===== src/rtl/bp_be_stride_prefetch_gen_if.sv =====
// Loop-descriptor / prefetch bundle between loop inference, the prefetch
// generator and the D-cache prefetch port.
interface bp_be_stride_prefetch_gen_if
  #(parameter int vaddr_width_p  = 39
   ,parameter int output_range_p = 8
   ,parameter int stride_width_p = 8
   );

  // Loop descriptor (v/yumi)
  logic                      v_i;
  logic [output_range_p-1:0] remaining_iterations_i;
  logic [vaddr_width_p-1:0]  pc_i;
  logic [vaddr_width_p-1:0]  eff_addr_i;
  logic [stride_width_p-1:0] stride_i;
  logic                      yumi_o;

  // Stream control and demand-load feedback
  logic                      cancel_i;
  logic                      demand_v_i;
  logic [vaddr_width_p-1:0]  demand_pc_i;

  // Prefetch request (valid/ready)
  logic                      pf_v_o;
  logic [vaddr_width_p-1:0]  pf_vaddr_o;
  logic                      pf_ready_and_i;
  logic                      busy_o;

  modport master
    (output v_i, remaining_iterations_i, pc_i, eff_addr_i, stride_i
    ,output cancel_i, demand_v_i, demand_pc_i, pf_ready_and_i
    ,input  yumi_o, pf_v_o, pf_vaddr_o, busy_o
    );

  modport slave
    (input  v_i, remaining_iterations_i, pc_i, eff_addr_i, stride_i
    ,input  cancel_i, demand_v_i, demand_pc_i, pf_ready_and_i
    ,output yumi_o, pf_v_o, pf_vaddr_o, busy_o
    );

endinterface


===== src/rtl/bp_be_stride_prefetch_gen.sv =====
// Stride prefetch generator: expands one loop descriptor into a stream of
// line-aligned prefetch addresses, deduplicated per cache line, stopping at
// page boundaries and throttled against demand loads at the striding PC.
module bp_be_stride_prefetch_gen
  #(parameter int vaddr_width_p       = 39
   ,parameter int output_range_p      = 8
   ,parameter int stride_width_p      = 8
   ,parameter int distance_p          = 4
   ,parameter int line_offset_width_p = 6
   ,parameter int page_offset_width_p = 12
   )
  (input logic                      clk_i
  ,input logic                      reset_n_i
  ,bp_be_stride_prefetch_gen_if.slave io
  );

  localparam int line_w_lp = vaddr_width_p - line_offset_width_p;
  localparam int page_w_lp = vaddr_width_p - page_offset_width_p;
  localparam logic [3:0] distance_lp = 4'(distance_p);

  typedef enum logic [2:0] {
    e_idle, e_drop, e_calc, e_issue, e_throttle
  } state_e;

  state_e state_r, state_n;

  logic [vaddr_width_p-1:0]  pc_r, cur_r;
  logic [stride_width_p-1:0] stride_r;
  logic [output_range_p-1:0] cnt_r;
  logic [3:0]                ahead_r;
  logic [line_w_lp-1:0]      last_line_r;
  logic [page_w_lp-1:0]      page_r;

  logic [vaddr_width_p-1:0]  stride_ext, next_addr;
  logic [line_w_lp-1:0]      next_line;
  logic [page_w_lp-1:0]      next_page;
  logic                      accept, skip, issue_hs, demand_match;

  assign stride_ext = {{(vaddr_width_p-stride_width_p){stride_r[stride_width_p-1]}}, stride_r};
  assign next_addr  = cur_r + stride_ext;
  assign next_line  = next_addr[vaddr_width_p-1:line_offset_width_p];
  assign next_page  = next_addr[vaddr_width_p-1:page_offset_width_p];

  assign demand_match = (state_r != e_idle) & io.demand_v_i & (io.demand_pc_i == pc_r);

  assign io.pf_vaddr_o = {next_line, {line_offset_width_p{1'b0}}};
  assign io.busy_o     = (state_r != e_idle);

  // State register
  always_ff @(posedge clk_i or negedge reset_n_i) begin
    if (!reset_n_i) state_r <= e_idle;
    else            state_r <= state_n;
  end

  // Next-state, handshake outputs and datapath enables
  always_comb begin
    state_n   = state_r;
    accept    = 1'b0;
    skip      = 1'b0;
    issue_hs  = 1'b0;
    io.yumi_o = 1'b0;
    io.pf_v_o = 1'b0;
    unique case (state_r)
      e_idle: begin
        io.yumi_o = io.v_i & ~io.cancel_i;
        accept    = io.yumi_o;
        if (accept)
          state_n = ((io.remaining_iterations_i == '0) || (io.stride_i == '0)) ? e_drop : e_calc;
      end
      e_drop: state_n = e_idle;
      e_calc: begin
        if (next_page != page_r)
          state_n = e_idle;
        else if (next_line == last_line_r) begin
          skip = ~io.cancel_i;
          if (cnt_r <= output_range_p'(1)) state_n = e_idle;
        end
        else if (ahead_r == distance_lp)
          state_n = e_throttle;
        else
          state_n = e_issue;
      end
      e_issue: begin
        io.pf_v_o = 1'b1;
        if (io.pf_ready_and_i) begin
          issue_hs = 1'b1;
          state_n  = (cnt_r <= output_range_p'(1)) ? e_idle : e_calc;
        end
      end
      e_throttle: if (ahead_r < distance_lp) state_n = e_calc;
      default: state_n = e_idle;
    endcase
    // A handshake in the cancel cycle still updates the datapath above;
    // only the state is overridden so nothing further is requested.
    if (io.cancel_i) state_n = e_idle;
  end

  // Descriptor latch, stream cursor and lead counter
  always_ff @(posedge clk_i or negedge reset_n_i) begin
    if (!reset_n_i) begin
      pc_r        <= '0;
      cur_r       <= '0;
      stride_r    <= '0;
      cnt_r       <= '0;
      ahead_r     <= '0;
      last_line_r <= '0;
      page_r      <= '0;
    end
    else if (accept) begin
      pc_r        <= io.pc_i;
      cur_r       <= io.eff_addr_i;
      stride_r    <= io.stride_i;
      cnt_r       <= io.remaining_iterations_i;
      ahead_r     <= '0;
      last_line_r <= io.eff_addr_i[vaddr_width_p-1:line_offset_width_p];
      page_r      <= io.eff_addr_i[vaddr_width_p-1:page_offset_width_p];
    end
    else begin
      if (skip || issue_hs) begin
        cur_r <= next_addr;
        if (cnt_r != '0) cnt_r <= cnt_r - output_range_p'(1);
      end
      if (issue_hs) last_line_r <= next_line;
      // Simultaneous issue and demand leave the lead unchanged
      if (issue_hs && !demand_match)
        ahead_r <= ahead_r + 4'd1;
      else if (!issue_hs && demand_match && (ahead_r != '0))
        ahead_r <= ahead_r - 4'd1;
    end
  end

endmodule


===== src/flat_wrapper.sv =====
// flat-port wrapper written by rule: the top's interface ports become plain ports
module bp_be_stride_prefetch_gen_flat 
#(parameter int vaddr_width_p       = 39
   ,parameter int output_range_p      = 8
   ,parameter int stride_width_p      = 8
   ,parameter int distance_p          = 4
   ,parameter int line_offset_width_p = 6
   ,parameter int page_offset_width_p = 12
   )
  (clk_i, reset_n_i, io_v_i, io_remaining_iterations_i, io_pc_i, io_eff_addr_i, io_stride_i, io_cancel_i, io_demand_v_i, io_demand_pc_i, io_pf_ready_and_i, io_yumi_o, io_pf_v_o, io_pf_vaddr_o, io_busy_o);
  bp_be_stride_prefetch_gen_if #(.vaddr_width_p(vaddr_width_p), .output_range_p(output_range_p), .stride_width_p(stride_width_p)) io_i ();
  input logic clk_i;
  input logic reset_n_i;
  input wire logic [$bits(io_i.v_i)-1:0] io_v_i;
  input wire logic [$bits(io_i.remaining_iterations_i)-1:0] io_remaining_iterations_i;
  input wire logic [$bits(io_i.pc_i)-1:0] io_pc_i;
  input wire logic [$bits(io_i.eff_addr_i)-1:0] io_eff_addr_i;
  input wire logic [$bits(io_i.stride_i)-1:0] io_stride_i;
  input wire logic [$bits(io_i.cancel_i)-1:0] io_cancel_i;
  input wire logic [$bits(io_i.demand_v_i)-1:0] io_demand_v_i;
  input wire logic [$bits(io_i.demand_pc_i)-1:0] io_demand_pc_i;
  input wire logic [$bits(io_i.pf_ready_and_i)-1:0] io_pf_ready_and_i;
  output wire logic [$bits(io_i.yumi_o)-1:0] io_yumi_o;
  output wire logic [$bits(io_i.pf_v_o)-1:0] io_pf_v_o;
  output wire logic [$bits(io_i.pf_vaddr_o)-1:0] io_pf_vaddr_o;
  output wire logic [$bits(io_i.busy_o)-1:0] io_busy_o;
  assign io_i.v_i = io_v_i;
  assign io_i.remaining_iterations_i = io_remaining_iterations_i;
  assign io_i.pc_i = io_pc_i;
  assign io_i.eff_addr_i = io_eff_addr_i;
  assign io_i.stride_i = io_stride_i;
  assign io_i.cancel_i = io_cancel_i;
  assign io_i.demand_v_i = io_demand_v_i;
  assign io_i.demand_pc_i = io_demand_pc_i;
  assign io_i.pf_ready_and_i = io_pf_ready_and_i;
  assign io_yumi_o = io_i.yumi_o;
  assign io_pf_v_o = io_i.pf_v_o;
  assign io_pf_vaddr_o = io_i.pf_vaddr_o;
  assign io_busy_o = io_i.busy_o;
  bp_be_stride_prefetch_gen #(.vaddr_width_p(vaddr_width_p), .output_range_p(output_range_p), .stride_width_p(stride_width_p), .distance_p(distance_p), .line_offset_width_p(line_offset_width_p), .page_offset_width_p(page_offset_width_p)) u_core (.clk_i(clk_i), .reset_n_i(reset_n_i), .io(io_i));
endmodule

===== config.mk =====
export PLATFORM = sky130hd
export DESIGN_NAME = bp_be_stride_prefetch_gen_flat
export DESIGN_NICKNAME = d
export VERILOG_FILES = /design/src/rtl/bp_be_stride_prefetch_gen_if.sv /design/src/rtl/bp_be_stride_prefetch_gen.sv /design/src/flat_wrapper.sv
export SDC_FILE = /design/constraint.sdc
export NUM_CORES = 1
export LEC_CHECK = 0
export BUFFER_PORTS_ARGS = -buffer_cell sky130_fd_sc_hd__buf_4
export CAP_MARGIN = 10
export CORE_ASPECT_RATIO = 0.6
export CORE_MARGIN = 3
export CORE_UTILIZATION = 30
export DETAILED_ROUTE_END_ITERATION = 7
export PLACE_DENSITY = 0.44
export SETUP_SLACK_MARGIN = 0.02
export SLEW_MARGIN = 30
export SYNTH_ARGS = -nofsm -noshare
export SYNTH_HDL_FRONTEND = slang
export SYNTH_SLANG_ARGS = --single-unit

===== constraint.sdc =====
create_clock -name clk_i -period 5.7 [get_ports clk_i]
set_clock_uncertainty 0.1 [all_clocks]
set_input_delay 0.57 -clock clk_i [delete_from_list [all_inputs] [get_ports clk_i]]
set_output_delay 0.57 -clock clk_i [all_outputs]
set_load 0.01 [all_outputs]

==> impl_results.md, run 1 <==
* Status: finished, final reports clean
* DR vias at 10733
* IO buf count at 174
* Main combinational cell family by area after synthesis: simple AND/OR/NAND/NOR gates
* Area Growth Syn to Fin at 22.31%
* Relative slew margins at 0.3888
* Routed WL at 43.96 mm
* GRT met1 Usage at 0.3489
* Dominant synthesized flop cell: dfrtp_1
* Syn Inst Count at 1374
* Routability cong. at 0.9514
* Initial antenna violation count at 0
* CTS Root Cell: clkbuf_16
* Met2 usage at 0.2721
* Clk slew on worst S/H paths at 0.07 ns
* Proportion of synthesized area in mux cells at 0.05700
* Max-Cap Viols at 0
* Number of global-route vias before repair at 10184
* Rows at 55
* Most used routing layer in global routing: met1
* Max FO, Critical Path at 21
* I/O pin total at 181
* Final hold vios at 0
* Critical path class: reg2reg
* Final min period at 5.446 ns
* Syn_area_per_cell at 8.451 um2
* Fmax at 183.6 MHz
* Pwr dens at 610.4 nW/um2
* Postcts setup bufs at 0
* Fin Setup TNS at 0 ns
* Worst-Margin Slew at 0.9169 ns
* Largest net degree at the start of global routing at 84
* ANT cells at 0
* CTS tree: done
* GRT Residual Overflow at 0
* Post-route worst setup slack at 0.2537 ns
* WP data required at 5.93 ns
* Seq cells post-synth at 161
* Met3 Use GR at 0.04610
* FFs w/ async S/R, synth at 1.000
* Hpwl dp at 34.89 mm
* Final Setup Violations at 0
* DIE HEIGHT at 158.4 um
* Startpoint Class: register
* GR Util All Layers at 0.2116
* CTS H-tree depth at 4
* Die area at 41180 um2
* Clock Tree Buf Depth at 2
* Layout Nets at 1728
* DRT iter0 DRCs at 959
* Count leader, synth: nand2_1
* Dpl cell area at 13620 um2
* Placed Cells at 2039
* Yosys top cell area share at 0.3470
* CTS sink count at 161
* Min-Delay Path Class: in2async
* Synth Warn # at 0
* Setup WS pre-CTS at 0.3500 ns
* Critical path arrival at 5.67 ns
* Die W at 260.0 um
* Finished Layout Cells at 2070
* Inserted Clock Buffers at 17
* Unrepaired setup endpoints after global routing: no
* Core Region at 37920 um2
* Post-DR wirelength/cell at 21.24 um
* Final instance area at 14200 um2
* Worst vdd ir at 0.2314 mV
* Adder-cell area share of the yosys netlist at 0.04871
* Final ANT Viol Nets at 0
* First-pass GRT wire length at 65.20 mm
* Post-synth EDFFs at 0
* Initial Utilization at 0.3062
* Detail-routed via count per cell at 5.185
* Leakage power at 6.639 nW
* Final Max Tran Viols at 0
* Post-Syn Area at 11610 um2
* Tot Pwr at 8.669 mW
* Leading area contributor after synthesis: dfrtp_1
* Post-Synth XOR/XNOR Area at 0.1091
* Layout cell share with drive strength beyond 1 at 0.2087
* Worst skew pair latency at 0.45 ns
* Final critical-path share of the clock period at 0.9555
* Ranking of synthesized cells by area: dfrtp_1 (35%), nand2_1 (10%), xnor2_1 (6.6%)
* Sequential area share after synthesis at 0.3470
* First-pass iteration count of the detailed router at 5
* DRC errors left at 0
* Synth Area in Compound Gates at 0.1860
* Synth cell count leaders: nand2_1 (310), dfrtp_1 (161), a21oi_1 (91), nor2_1 (88), xnor2_1 (88)
* Post-synthesis simple-gate area fraction at 0.2083
* Post-synth cell types at 89
* CP endpoint kind: register
-- layout by cell type, fill, tap and decap left out, types with 34 or more instances in the layout --
cell type	synthesis	final
o21ai_0	72	72
nor2_1	88	88
xnor2_1	88	87
nand4_1	37	37
nand2_1	310	310
xor2_1	34	34
buf_4	8	216
a21oi_1	91	90
inv_1	35	35
ha_1	42	42
dfrtp_1	161	161
-- final timing paths --
path / startpoint / to / slack [ns] / cells after the start
worst min register to register: u_core.stride_r[0] / u_core.stride_r[0] / 0.39 / 2
worst max register to register: u_core.stride_r[7] / u_core.cur_r[22] / 0.25 / 16
max in group asynchronous: reset_n_i / u_core.last_line_r[20] / 4.12 / 2
worst min-delay path: reset_n_i / u_core.pc_r[28] / 0.03 / 1
min in group clk_i: io_cancel_i / u_core.state_r[2] / 0.21 / 2
worst max-delay path: u_core.stride_r[7] / u_core.cur_r[22] / 0.25 / 16
-- per-stage QoR --
stage | hold WS [ns] | utilization
floorplan | 0.1744 | -
global placement | 0.3728 | 0.3591
detailed placement | 0.3822 | 0.3591
CTS | 0.08777 | 0.3740
global route | 0.09332 | 0.3745
finish | 0.03377 | 0.3745
-- state kept, by name, summed over array words and instances (netlist names) --
register            count
u_core.state_r          3
u_core.last_line_r     33
u_core.cur_r           39
u_core.stride_r         8
u_core.pc_r            39
u_core.cnt_r            8
u_core.ahead_r          4
u_core.page_r          27
-- where the power goes --
group          internal (mW)  switching, mW  total, mW
Sequential              1.48          0.332       1.81
Combinational           2.31           3.38       5.69
Clock                  0.643          0.517       1.16
Total                   4.44           4.23       8.67
-- repair_timing --
action | 4_1_cts | 5_1_grt
resized for setup | 0 | 4
setup endpoints to repair | 0 | 42
endpoints found under the hold margin | 0 | 0
hold buffers | 0 | 0
-- final cells by class --
cell class,count,area (um2)
fillers,3940,23720
multi-input cells,1109,7134
flip-flops and latches,161,4029
repair buffers,220,1693
well taps,513,641.9
clock buffers,18,429.2
inverters,36,137.6
clock inverters,13,136.4
-- worst max-delay path: stages, from the launching register on --
cell       delay (ns)
dfrtp_1          0.40
buf_4            0.22
ha_1             0.51
nand4_1          0.30
or4_4            0.61
o2bb2ai_2        0.22
a211oi_2         0.10
buf_4            0.22
and3_1           0.16
a2111oi_1        0.36
nand4_1          0.14
or4_1            0.58
and4bb_1         0.38
nor4b_4          0.32
a21oi_4          0.17
buf_12           0.19
mux2_4           0.30
-- cell families (layout without fill, tap and decap cells) --
group           count (synthesis)  count (layout)
other cells                     1               6
simple gates                  544             544
fa+ha+maj                      44              44
xor+xnor                      131             131
mux                            51              51
compound gates                333             333
buf+inv                       109             287
flops                         161             161
-- per-layer routing --
| layer | vias up | part of all wire | wire (um) |
|---|---|---|---|
| li1 | 5177 | - | - |
| met1 | 5228 | 0.54 | 23890 |
| met2 | 300 | 0.38 | 16720 |
| met3 | 28 | 0.065 | 2862 |
| met4 | 0 | 0.011 | 494 |
| met5 | - | 0 | 0 |
Note: power is estimated with default switching activity, not from simulation.
==> run 2: changes to the inputs <==
CORE_UTILIZATION = 58   (was 30)
PLACE_DENSITY = 0.77   (was 0.44)
RECOVER_POWER = 100   (was not set)
==> run 2 against run 1 <==
Compared with the run above:
- the run now ends with max-capacitance violations, max-slew violations left
- final cell count shrank 13%
- worst setup slack got worse by 0.092 ns
- design area down 4.2%
- register-to-register slack got worse by 0.09 ns
- global-route usage up 15 points
- fmax down 1.7%
- utilization increased by 33 points
- sequential cell count is the same
- critical path type unchanged
- critical endpoint is now u_core.cur_r[10]
==> impl_results.md, run 2 (synthesized netlist as in run 1, its figures left out) <==
* Relative slew margins at -1.753 (-2.142)
* FILL cells at 1596 (-59%)
* DR vias at 11311 (+5.4%)
* Final critical-path share of the clock period at 0.9716 (+0.01614)
* Hold slack at 0.2178 ns (+0.1841 ns)
* Die area at 21810 um2 (-47%)
* Worst skew pair latency at 0.44 ns (about the same)
* Leakage power at 6.393 nW (-3.7%)
* Clock Tree Buf Depth at 2 (unchanged)
* Most common cell after layout, fill and taps aside: nand2_1
* Status: complete, but fails checks
* Critical path arrival at 5.76 ns (+0.09 ns)
* Final Setup Violations at 0 (unchanged)
* Failing checks: max-capacitance violations, max-slew violations
* CTS sink count at 161 (unchanged)
* DIE HEIGHT at 115.6 um (-27%)
* I/O pin total at 181 (unchanged)
* Die W at 188.7 um (-27%)
* Post-DR wirelength/cell at 21.67 um (+2.0%)
* Max-Cap Viols at 3 (+3)
* Most frequent cells in the layout: nand2_1 (310), buf_4 (179), dfrtp_1 (161)
* Core Region at 19320 um2 (-49%)
* Max FO, Critical Path at 34 (+62%)
* Tot Pwr at 8.316 mW (-4.1%)
* Setup WS pre-CTS at 0.3313 ns (-0.01874 ns)
* CTS tree: done
* Fmax at 180.6 MHz (-1.7%)
* Rows at 39 (-29%)
* IO buf count at 174 (unchanged)
* Critical path class: reg2reg
* WP data required at 5.92 ns (about the same)
* Pwr dens at 611.0 nW/um2 (about the same)
* Final ANT Viol Nets at 0 (unchanged)
* Sw frac at 0.4893 (+0.001118)
* Layout cell share with drive strength beyond 1 at 0.1647 (-0.04401)
* Layout Nets at 1713 (-0.87%)
* Clk slew on worst S/H paths at 0.07 ns (about the same)
* First-pass GRT wire length at 59.91 mm (-8.1%)
* Dpl cell area at 13190 um2 (-3.1%)
* Post-route worst setup slack at 0.1617 ns (-0.09199 ns)
* Number of global-route vias before repair at 10373 (+1.9%)
* Seq pwr share at 0.218 (+0.009)
* Worst-Margin Slew at 4.130 ns (+3.213 ns)
* ANT cells at 0 (unchanged)
* Initial antenna violation count at 0 (unchanged)
* Logic pwr share at 0.638 (-0.019)
* Routability cong. at 1.086 (+14%)
* Final hold vios at 0 (unchanged)
* Routed WL at 39.18 mm (-11%)
* Final min period at 5.538 ns (+0.09199 ns)
* Largest registers: u_core.cur_r (39), u_core.pc_r (39), u_core.last_line_r (33)
* Worst vdd ir at 0.4401 mV (+90%)
* Inserted Clock Buffers at 17 (unchanged)
* Psw at 4.069 mW (-3.8%)
* Placed Cells at 1777 (-13%)
* Detail-routed via count per cell at 6.256 (+21%)
* First-pass iteration count of the detailed router at 5 (unchanged)
* Hpwl dp at 29.63 mm (-15%)
* DRT iter0 DRCs at 1361 (+42%)
* Min-Delay Path Class: in2reg
* Int Power at 4.247 mW (-4.3%)
* Largest net degree at the start of global routing at 92 (+9.5%)
* Area Growth Syn to Fin at 17.22%
* Fin Setup TNS at 0 ns (unchanged)
* Final instance area at 13610 um2 (-4.2%)
* DRC errors left at 0 (unchanged)
* Finished Layout Cells at 1808 (-13%)
* Final Max Tran Viols at 154 (+154)
* Final core utilization at 0.7044 (+0.3298)
* CP endpoint kind: register
* Unrepaired setup endpoints after global routing: no
* GRT Residual Overflow at 0 (unchanged)
* GR Util All Layers at 0.3575 (+0.1459)
* Clock network power share at 0.144 (+0.010)
* CTS Root Cell: clkbuf_16
* CTS H-tree depth at 4 (unchanged)
* Startpoint Class: register
* Initial Utilization at 0.6009 (+0.2947)
==> run 2: repair_timing <==
item,in CTS,in global routing
gates resized for setup,0,5
hold buffers,0,0
setup endpoints to repair,0,38
buffers inserted,0,0
==> run 2: power by group through the flow <==
stage	Clock [mW]	Combinational [mW]	Sequential, mW
after global placement	0	5.25	1.80
after detailed placement	0	5.29	1.80
after CTS	1.21	5.34	1.80
after global routing	1.27	5.68	1.84
final	1.20	5.31	1.81
after floorplan	0	3.53	1.70
==> run 2: worst paths after layout <==
path / startpoint / to / slack, ns / cells past startpoint
max: u_core.stride_r[7] / u_core.cur_r[10] / 0.16 / 15
min: io_pc_i[6] / u_core.pc_r[6] / 0.22 / 3
max reg2reg: u_core.stride_r[7] / u_core.cur_r[10] / 0.16 / 15
min reg2reg: u_core.cnt_r[6] / u_core.cnt_r[6] / 0.39 / 2
max in group asynchronous: reset_n_i / u_core.cur_r[29] / 1.60 / 2
min in group asynchronous: reset_n_i / u_core.page_r[8] / 1.46 / 1
==> run 2: metal layers <==
metal / wire, um / share of wire / GRT usage / up-vias
li1: - / - / - / 5160
met1: 18420 / 0.47 / 0.5603 / 5461
met2: 15680 / 0.40 / 0.4838 / 637
met3: 4412 / 0.11 / 0.1013 / 53
met4: 662 / 0.017 / 0.08131 / 0
met5: 0 / 0 / 0 / -
==> run 2: final cells by class <==
class | instances | area (um2) | share of cell area
clock buffers | 22 | 494.2 | 0.03631
clock inverters | 9 | 120.1 | 0.008825
inverters | 36 | 137.6 | 0.01011
multi-input cells | 1109 | 6995 | 0.5140
flip-flops and latches | 161 | 4029 | 0.2960
well taps | 266 | 332.8 | 0.02445
repair buffers | 205 | 1501 | 0.1103
==> run 2: critical path, cell delays in order, from the launching register on <==
cell       delay (ns)
dfrtp_1          0.40
buf_12           0.20
ha_1             0.48
nand2_1          0.23
nor4_1           0.55
o2111ai_2        0.28
a31oi_1          0.31
a211oi_1         0.13
a22o_1           0.26
or4_1            0.41
or4_1            0.60
and4bb_1         0.34
nor4b_4          0.30
a21oi_4          0.23
buf_12           0.23
mux2_1           0.33
